`src/rtl/fetch_pc_gen_pkg.sv`:
```
// Shared definitions for the instruction-fetch front end: datapath width,
// default reset vector, the NOP used to fill an empty slot, and fetch states.
package fetch_pc_gen_pkg;

  localparam int          DEF_XLEN         = 32;
  localparam logic [31:0] DEF_RESET_VECTOR = 32'h0000_0000;
  localparam logic [31:0] NOP_INSTR        = 32'h0000_0013;

  typedef enum logic [1:0] {
    S_BOOT  = 2'd0,
    S_REQ   = 2'd1,
    S_WAIT  = 2'd2,
    S_DRAIN = 2'd3
  } fetch_state_e;

endpackage

```
`src/rtl/fetch_pc_gen_pc_next_mux.sv`:
```
// Next-PC select: sequential pc_q+4, or the redirect target with its low two
// bits forced to zero so fetch always stays word aligned.
module pc_next_mux
  import fetch_pc_gen_pkg::*;
#(
  parameter int XLEN = DEF_XLEN
) (
  input  logic [XLEN-1:0] pc_q,
  input  logic [XLEN-1:0] redirect_pc,
  input  logic            sel,
  output logic [XLEN-1:0] pc_next
);

  logic [XLEN-1:0] pc_plus4;
  logic [XLEN-1:0] target_aligned;

  assign pc_plus4       = pc_q + XLEN'(4);
  assign target_aligned = {redirect_pc[XLEN-1:2], 2'b00};
  assign pc_next        = sel ? target_aligned : pc_plus4;

endmodule

```
`src/rtl/fetch_pc_gen.sv`:
```
// Instruction-fetch front end: owns the PC, keeps one memory request in
// flight at most, buffers the returned word in a single slot for decode and
// applies redirects from execute, which override everything else.
module fetch_pc_gen
  import fetch_pc_gen_pkg::*;
#(
  parameter int          XLEN         = DEF_XLEN,
  parameter logic [31:0] RESET_VECTOR = DEF_RESET_VECTOR
) (
  input  logic            clk,
  input  logic            rst_n,
  input  logic            stall_i,
  input  logic            redirect_i,
  input  logic [XLEN-1:0] redirect_pc_i,
  output logic            imem_req_o,
  output logic [XLEN-1:0] imem_addr_o,
  input  logic            imem_gnt_i,
  input  logic            imem_rvalid_i,
  input  logic [XLEN-1:0] imem_rdata_i,
  output logic            if_valid_o,
  output logic [XLEN-1:0] if_pc_o,
  output logic [XLEN-1:0] if_instr_o,
  output logic            pc_sel_o,
  output logic            misalign_o
);

  fetch_state_e    state_q;
  logic [XLEN-1:0] pc_q;
  logic [XLEN-1:0] pc_next;
  logic            handshake;
  logic            load;
  logic            consume;

  // A new request may only go out when the slot will be free to receive it.
  assign imem_req_o  = (state_q == S_REQ) && (!if_valid_o || !stall_i);
  assign imem_addr_o = pc_q;
  assign handshake   = imem_req_o && imem_gnt_i;
  assign load        = (state_q == S_WAIT) && imem_rvalid_i && !redirect_i;
  assign consume     = if_valid_o && !stall_i;
  assign pc_sel_o    = redirect_i && rst_n;

  pc_next_mux #(
    .XLEN(XLEN)
  ) u_pc_next_mux (
    .pc_q        (pc_q),
    .redirect_pc (redirect_pc_i),
    .sel         (pc_sel_o),
    .pc_next     (pc_next)
  );

  // Fetch sequencing; a redirect turns any in-flight request into a drain.
  always_ff @(posedge clk or negedge rst_n) begin
    if (!rst_n) begin
      state_q <= S_BOOT;
    end else begin
      case (state_q)
        S_BOOT:  state_q <= S_REQ;
        S_REQ: begin
          if (handshake) begin
            state_q <= redirect_i ? S_DRAIN : S_WAIT;
          end
        end
        S_WAIT: begin
          if (imem_rvalid_i) begin
            state_q <= S_REQ;
          end else if (redirect_i) begin
            state_q <= S_DRAIN;
          end
        end
        S_DRAIN: begin
          if (imem_rvalid_i) begin
            state_q <= S_REQ;
          end
        end
        default: state_q <= S_BOOT;
      endcase
    end
  end

  // PC advances by one word on each accepted response, or jumps on redirect.
  always_ff @(posedge clk or negedge rst_n) begin
    if (!rst_n) begin
      pc_q <= RESET_VECTOR;
    end else if (redirect_i || load) begin
      pc_q <= pc_next;
    end
  end

  // Output slot: flush on redirect, fill on response, empty when consumed.
  always_ff @(posedge clk or negedge rst_n) begin
    if (!rst_n) begin
      if_valid_o <= 1'b0;
      if_pc_o    <= '0;
      if_instr_o <= NOP_INSTR;
    end else if (redirect_i) begin
      if_valid_o <= 1'b0;
    end else if (load) begin
      if_valid_o <= 1'b1;
      if_pc_o    <= pc_q;
      if_instr_o <= imem_rdata_i;
    end else if (consume) begin
      if_valid_o <= 1'b0;
    end
  end

  // One-cycle flag for a redirect target that was not word aligned.
  always_ff @(posedge clk or negedge rst_n) begin
    if (!rst_n) begin
      misalign_o <= 1'b0;
    end else begin
      misalign_o <= redirect_i && (redirect_pc_i[1:0] != 2'b00);
    end
  end

endmodule

```
`config.mk`:
```
export PLATFORM = sky130hd
export DESIGN_NAME = fetch_pc_gen
export DESIGN_NICKNAME = d
export VERILOG_FILES = /design/src/rtl/fetch_pc_gen_pkg.sv /design/src/rtl/fetch_pc_gen_pc_next_mux.sv /design/src/rtl/fetch_pc_gen.sv
export SDC_FILE = /design/constraint.sdc
export NUM_CORES = 1
export LEC_CHECK = 0
export CAP_MARGIN = 10
export CORE_MARGIN = 2
export CORE_UTILIZATION = 44
export DETAILED_ROUTE_END_ITERATION = 8
export MAX_ROUTING_LAYER = met4
export PLACE_DENSITY = 0.8
export SLEW_MARGIN = 20
export SYNTH_ARGS = -nofsm -noshare
export SYNTH_HDL_FRONTEND = slang
export SYNTH_SLANG_ARGS = --single-unit
```
`constraint.sdc`:
```
create_clock -name clk -period 2.6 [get_ports clk]
set_clock_uncertainty 0.05 [all_clocks]
set_input_delay 0.26 -clock clk [delete_from_list [all_inputs] [get_ports clk]]
set_output_delay 0.26 -clock clk [all_outputs]
set_load 0.01 [all_outputs]
```
==> results of run 1 <==
==> logic make-up (layout without fill, tap and decap cells) <==
family,count (synthesis),after routing,synth area share
and+or+nand+nor,115,115,0.1378
DFF,96,96,0.5440
muxes,65,65,0.1646
AOI/OAI and AO/OA,58,58,0.08515
buffers and inverters,26,205,0.03253
xor gates and xnor gates,12,12,0.02376
adders and majority gates,4,4,0.01132
other,1,4,0.0008478
==> worst min-delay path by stage <==
stage | start | to | cells past startpoint
finish | rst_n | if_instr_o[7] | 2
global route | rst_n | if_instr_o[29] | 2
CTS | rst_n | if_instr_o[31] | 2
detailed placement | if_pc_o[26] | if_pc_o[26] | 2
global placement | if_pc_o[26] | if_pc_o[26] | 2
floorplan | rst_n | if_instr_o[10] | 0
==> power groups by stage <==
| stage | clock (µW) | sequential, µW | combinational (µW) |
|---|---|---|---|
| after global placement | 0 | 2480 | 2510 |
| after floorplan | 0 | 2720 | 817 |
| after CTS | 989 | 2490 | 2580 |
| after detailed placement | 0 | 2520 | 2560 |
| after global routing | 1050 | 2580 | 2720 |
| final | 970 | 2490 | 2550 |
==> metrics by stage <==
stage	utilization	instances	setup WS, ns	hold slack (ns)	area [µm²]
after floorplan	-	380	0.5348	-0.08559	4434
after global placement	0.6423	676	0.4089	0.4243	6279
after detailed placement	0.6423	676	0.3701	0.4325	6279
after CTS	0.6619	692	0.4005	0.07044	6470
after global routing	0.6619	692	0.2599	0.1087	6470
final	0.6619	692	0.3896	0.04783	6470
==> state kept, by name (all words and copies together), names as in the netlist <==
signal       cells
if_pc_o         30
imem_addr_o     30
misalign_o       1
if_instr_o      32
if_valid_o       1
state_q          2
==> metal layers <==
| metal | track usage | up-vias | wire length, µm |
|---|---|---|---|
| li1 | - | 1715 | - |
| met1 | 0.3052 | 1783 | 5283 |
| met2 | 0.3679 | 151 | 5712 |
| met3 | 0.05013 | 11 | 735 |
| met4 | 0.06467 | 0 | 161 |
| met5 | - | - | 0 |
==> cells in the final DEF, fill, tap and decap left out, drive strengths merged, types with 8 or more instances in the layout <==
cell type / count
a21oi: 8
nand3: 23
a22oi: 9
or3: 9
dfrtp: 93
clkdlybuf4s50: 164
nor2: 8
buf: 19
nand2: 40
xor2: 8
mux2: 62
o21ai: 19
clkbuf: 13
==> area by class of cell <==
class	count	share of cell area
Clock buffer	13	0.02301
Multi-Input combinational cell	258	0.2916
Inverter	6	0.003481
Timing Repair Buffer	183	0.2777
Clock inverter	3	0.006575
Tap cell	133	0.02572
Sequential cell	96	0.3719
==> results.yml, run 1 <==
outcome:
  status: "complete, no violations"
power:
  vdd_drop_max_uv: 469.7
  swShare: 0.3130
  pwr-share-seq: 0.414
  power_uw: 6011
  power.switching_uw: 1881
  p_int_uw: 4130
  powerDensity_mw_per_mm2: 929.1
  p_leak_uw: 0.002700
  power_frac_comb: 0.424
  p_clk_frac: 0.161
run:
  cap_violations: 0
routing:
  routedWlPerCell_um: 17.18
  vias: 3660
  ant_nets: 0
  viasPerCell: 5.289
  drt_iter0_markers: 223
  drc: 0
  finalWirelength_mm: 11.89
  firstDrtPassIters: 4
cts:
  numCtsBuffers: 9
  hold_buffers: 0
  postCtsResizedCells: 0
  cts-root-buf: "clkbuf_8"
  cts.sinks: 96
  cts_buffer_depth: 2
  post_cts_buffers: 0
  clock_latency_ns: 0.36
  htree_levels: 3
  clk_pin_slew_ns: 0.09
  cts_tree: "built"
setup_path:
  crit_path_cell_trace: "nand3_2 -> or2_1 -> or4_4 -> or4_1 -> o211ai_1"
  reg2reg_depth: 5
  endpoint_kind: "register"
  cp.arrival_ns: 2.45
  cp.depth: 5
  crit_end: "imem_addr_o[31]"
  worst-setup-path-type: "reg2reg"
  setup.worst_path.start_class: "register"
  required_ns: 2.84
  critPathSlowestCell: "or4_4"
  startpoint: "imem_addr_o[4]"
  r2r_slack_ns: 0.39
  crit_fanout: 8
  r2r_start: "imem_addr_o[4]"
  crit_family: "simple AND/OR/NAND/NOR gates"
  crit_buf_inv: 0
  critPathMaxStageDelay_ns: 0.54
  worstReg2RegEnd: "imem_addr_o[31]"
synthesis:
  yosysMostFrequentCell: "dfrtp_1"
  syn_inst: 377
  syn_area_mm2: 0.004423
  synth-edff-count: 0
  async_reset_ff_frac: 1.000
  yosys-top-cells-area: "dfrtp_1, mux2_2, nand2_1, nand3_1, o21ai_0"
  synth_cell_types: 51
  yosys_most_used_dff: "dfrtp_1"
  synth.avg_cell_area_um2: 11.73
  synth.top_cell.area_share: 0.5262
  synth_top_area_cell: "dfrtp_1"
  synth_common_cells: "dfrtp_1, mux2_2, nand2_1, nand3_1, o21ai_0"
  ys_seq_elements: 96
  ys_warn_count: 0
  yosysSeqAreaShare: 0.5440
global_routing:
  overflow: 0
  antenna_found_initial: 0
  grt_start_max_net_pins: 59
  grt_pass1_wl_mm: 19.39
  grt_pass1_vias: 3702
  grt.total_usage: 0.2328
placed_design:
  io_buffer_count: 165
  dp_hpwl_mm: 8.893
  routabilityCongestion: 0.8918
floorplan:
  die_x_um: 104.3
  initial_core_util: 0.4525
  design.core.area_mm2: 0.009774
  dieArea_mm2: 0.01087
  ioPinCount: 170
  placementRows: 36
  die_height_um: 104.3
timing:
  period_share: 0.8502
  max_freq_mhz: 452.4
  final-hold-violation-count: 0
  maxSlewHeadroom: 0.5167
  slew_violations: 0
  fin_setup_tns_ns: 0
  worst_pin_slew_ns: 0.7250
  setup-violations-final: 0
  period_minus_slack_ns: 2.210
  rsz0062_at_grt: "no"
hold_path:
  worstHoldPathType: "in2async"
cells_and_area:
  area_growth_pct: 46.28
  n_fill_cell: 759
  seq_area_mm2: 0.002406
  multi_input_area_mm2: 0.001887
  antenna_cells: 0
  drive_above_1_share: 0.1914
  finalNetCount: 628
Note: power is estimated with default switching activity, not from simulation.
==> run 2, diff against run 1 <==
ABC_CLOCK_PERIOD_IN_PS = 2600   (was unset)
==> results of run 2 <==
The final DEF is identical to that of run 1; final timing and power are the same.
==> run 3, diff against run 2 <==
ABC_AREA = 1   (was unset)
CORE_UTILIZATION = 46   (was 44)
PLACE_DENSITY = 0.81   (was 0.8)
==> run 3 against run 2 <==
Against the previous run:
- synthesized cell count up 53%
- sequential cell count did not move
- register-to-register slack improved by 0.27 ns
- non-clock buffer count fell by 8
- sequential share of layout area shrank 2.6 points
- utilization is 0.98 points higher
- maximum frequency up 7.0%
- global-route usage increased by 1.4 points
- critical path type is now reg2out
- highest routed layer unchanged
- power up 12%
- area after synthesis is 11% higher
- clock-buffer cell count fell by 1
==> results.yml, run 3 <==
setup_path:
  endpoint_kind: "output pin"
  startpoint: "state_q[1]"
  crit_fanout: 3
  worstReg2RegEnd: "imem_addr_o[10]"
  crit_path_frequent_cell: "inv_1"
  cp.depth: 5
  critPathMaxStageDelay_ns: 0.55
  setup.worst_path.start_class: "register"
  r2r_slack_ns: 0.66
  crit_end: "imem_req_o"
  required_ns: 2.29
  cp.arrival_ns: 1.76
  reg2reg_depth: 8
  crit_path_cell_trace: "inv_1 -> ha_1 -> inv_1 -> a21oi_1 -> clkdlybuf4s50_1"
  worst-setup-path-type: "reg2out"
  r2r_start: "state_q[0]"
  crit_family: "buffers and inverters"
  critPathSlowestCell: "clkdlybuf4s50_1"
  crit_buf_inv: 3
timing:
  max_freq_mhz: 484.1
  fin_setup_tns_ns: 0
  final-hold-violation-count: 0
  period_minus_slack_ns: 2.066
  slew_violations: 0
  period_share: 0.7945
  maxSlewHeadroom: 0.5239
  worst_pin_slew_ns: 0.7141
  rsz0062_at_grt: "no"
  worst_slack_ns: 0.5343
  setup-violations-final: 0
synthesis:
  yosysSeqAreaShare: 0.4886
  synth_common_cells: "nand2_1, dfrtp_1, inv_1, o21ai_0, nand3_1"
  ys_seq_elements: 96
  async_reset_ff_frac: 1.000
  ys_warn_count: 0
  synth.avg_cell_area_um2: 8.550
  synth_top_area_cell: "dfrtp_1"
  yosys-top-cells-area: "dfrtp_1, nand2_1, mux2_2, o21ai_0, inv_1"
  yosysMostFrequentCell: "nand2_1"
  yosys_most_used_dff: "dfrtp_1"
  synth.top_cell.area_share: 0.4726
  synth_cell_types: 39
  syn_area_mm2: 0.004925
  syn_inst: 576
  synth-edff-count: 0
cells_and_area:
  regMostFlops: "if_instr_o"
  finalNetCount: 814
  mostFrequentLayoutCells: "clkdlybuf4s50_1, nand2_1, dfrtp_1"
  final_common_cell: "clkdlybuf4s50_1"
  area_growth_pct: 41.44
  drive_above_1_share: 0.1235
  layout.cells.non_filler: 881
  antenna_cells: 0
  n_fill_cell: 879
  largest_reg_flops: 32
outcome:
  status: "complete, no violations"
floorplan:
  die_x_um: 107.5
  initial_core_util: 0.4749
  ioPinCount: 170
  dieArea_mm2: 0.01155
  die_height_um: 107.5
  placementRows: 37
  design.core.area_mm2: 0.01037
routing:
  vias: 4509
  viasPerCell: 5.118
  drt_iter0_markers: 301
  finalWirelength_mm: 13.46
  drc: 0
  routedWlPerCell_um: 15.28
  ant_nets: 0
  firstDrtPassIters: 5
power:
  p_leak_uw: 0.003294
  vdd_drop_max_uv: 447.8
  powerDensity_mw_per_mm2: 966.0
cts:
  postCtsResizedCells: 0
  cts.sinks: 96
  cts_buffer_depth: 2
  clock_latency_ns: 0.37
  cts-root-buf: "clkbuf_8"
  htree_levels: 3
  cts_tree: "built"
  numCtsBuffers: 9
  clk_pin_slew_ns: 0.09
global_routing:
  grt.total_usage: 0.2465
  overflow: 0
  grt_pass1_vias: 4415
  antenna_found_initial: 0
  grt_pass1_wl_mm: 21.57
  grt_start_max_net_pins: 58
hold_path:
  hp-start: "redirect_pc_i[0]"
  worstHoldPathType: "in2reg"
placed_design:
  preCtsSetupSlack_ns: 0.5531
  dp.cells: 864
  dp_hpwl_mm: 10.18
  routabilityCongestion: 0.9354
  io_buffer_count: 165
run:
  cap_violations: 0
## run 3: cell types whose count changed after synthesis, moves of 10 or more
cell | before | now
mux2_2 | 62 | 35
buf_2 | 0 | 10
nor2_1 | 8 | 33
inv_1 | 5 | 65
o21ai_0 | 19 | 55
nand3_1 | 21 | 36
nand2_1 | 40 | 159
## run 3: routing by layer
| layer | part of all wire | vias up | global-route usage |
|---|---|---|---|
| met1 | 0.42 | 2115 | 0.3092 |
| met4 | 0.028 | 0 | 0.09707 |
| met3 | 0.072 | 26 | 0.04056 |
| li1 | - | 2171 | - |
| met2 | 0.48 | 197 | 0.4024 |
| met5 | 0 | - | - |
## run 3: report_power, final
part,internal (µW),switching (µW)
sequential,2100,458
clock,696,526
combinational,1610,1340
## run 3: cell type report
type                       count  area [µm²]  share of cell area
sequential                    96        2406              0.3454
multi-input combinational    391        2145              0.3079
timing repair buffer         175        1739              0.2497
inverter                      67       251.5             0.03611
tap                          136       170.2             0.02443
clock buffer                  12       155.1             0.02227
clock inverter                 4       98.84             0.01419
## run 3: worst min-delay path: cells and delay by family
family	cells	cell delay (ns)
buffers and inverters	1	0.39
AND/OR/NAND/NOR	2	0.15
## run 3: worst min path at each step
| stage | slack [ns] | end | cells past startpoint |
|---|---|---|---|
| after floorplan | -0.09 | if_instr_o[10] | 0 |
| after global placement | 0.38 | imem_addr_o[17] | 2 |
| after detailed placement | 0.38 | imem_addr_o[17] | 2 |
| after CTS | 0.41 | misalign_o | 3 |
| after global routing | 0.42 | misalign_o | 3 |
| final | 0.43 | misalign_o | 3 |
## run 3: cell families (layout without fill, tap and decap cells)
family / count (synthesis) / in the layout / share of synthesized area
and+or+nand+nor: 260 / 260 / 0.2424
other: 1 / 4 / 0.0007615
DFF: 96 / 96 / 0.4886
xor gates and xnor gates: 1 / 1 / 0.001779
buffers and inverters: 92 / 258 / 0.07927
muxes: 35 / 35 / 0.08003
adders and majority gates: 4 / 4 / 0.01016
AOI/OAI and AO/OA: 87 / 87 / 0.09705
## run 3: what timing repair did
item / 4_1_cts / 5_1_grt
hold buffers: 1 / 0
setup buffers: 0 / 0
hold endpoints to repair: 39 / 0
## run 3: metrics by stage
step / power [µW] / cell area [µm²] / hold slack (ns) / utilization
after CTS: 6777 / 6965 / 0.4099 / 0.6717
final: 6729 / 6965 / 0.4268 / 0.6717
after detailed placement: 5551 / 6701 / 0.3813 / 0.6462
after global routing: 7152 / 6965 / 0.4249 / 0.6717
after floorplan: 3857 / 4936 / -0.08559 / -
after global placement: 5437 / 6701 / 0.3838 / 0.6462
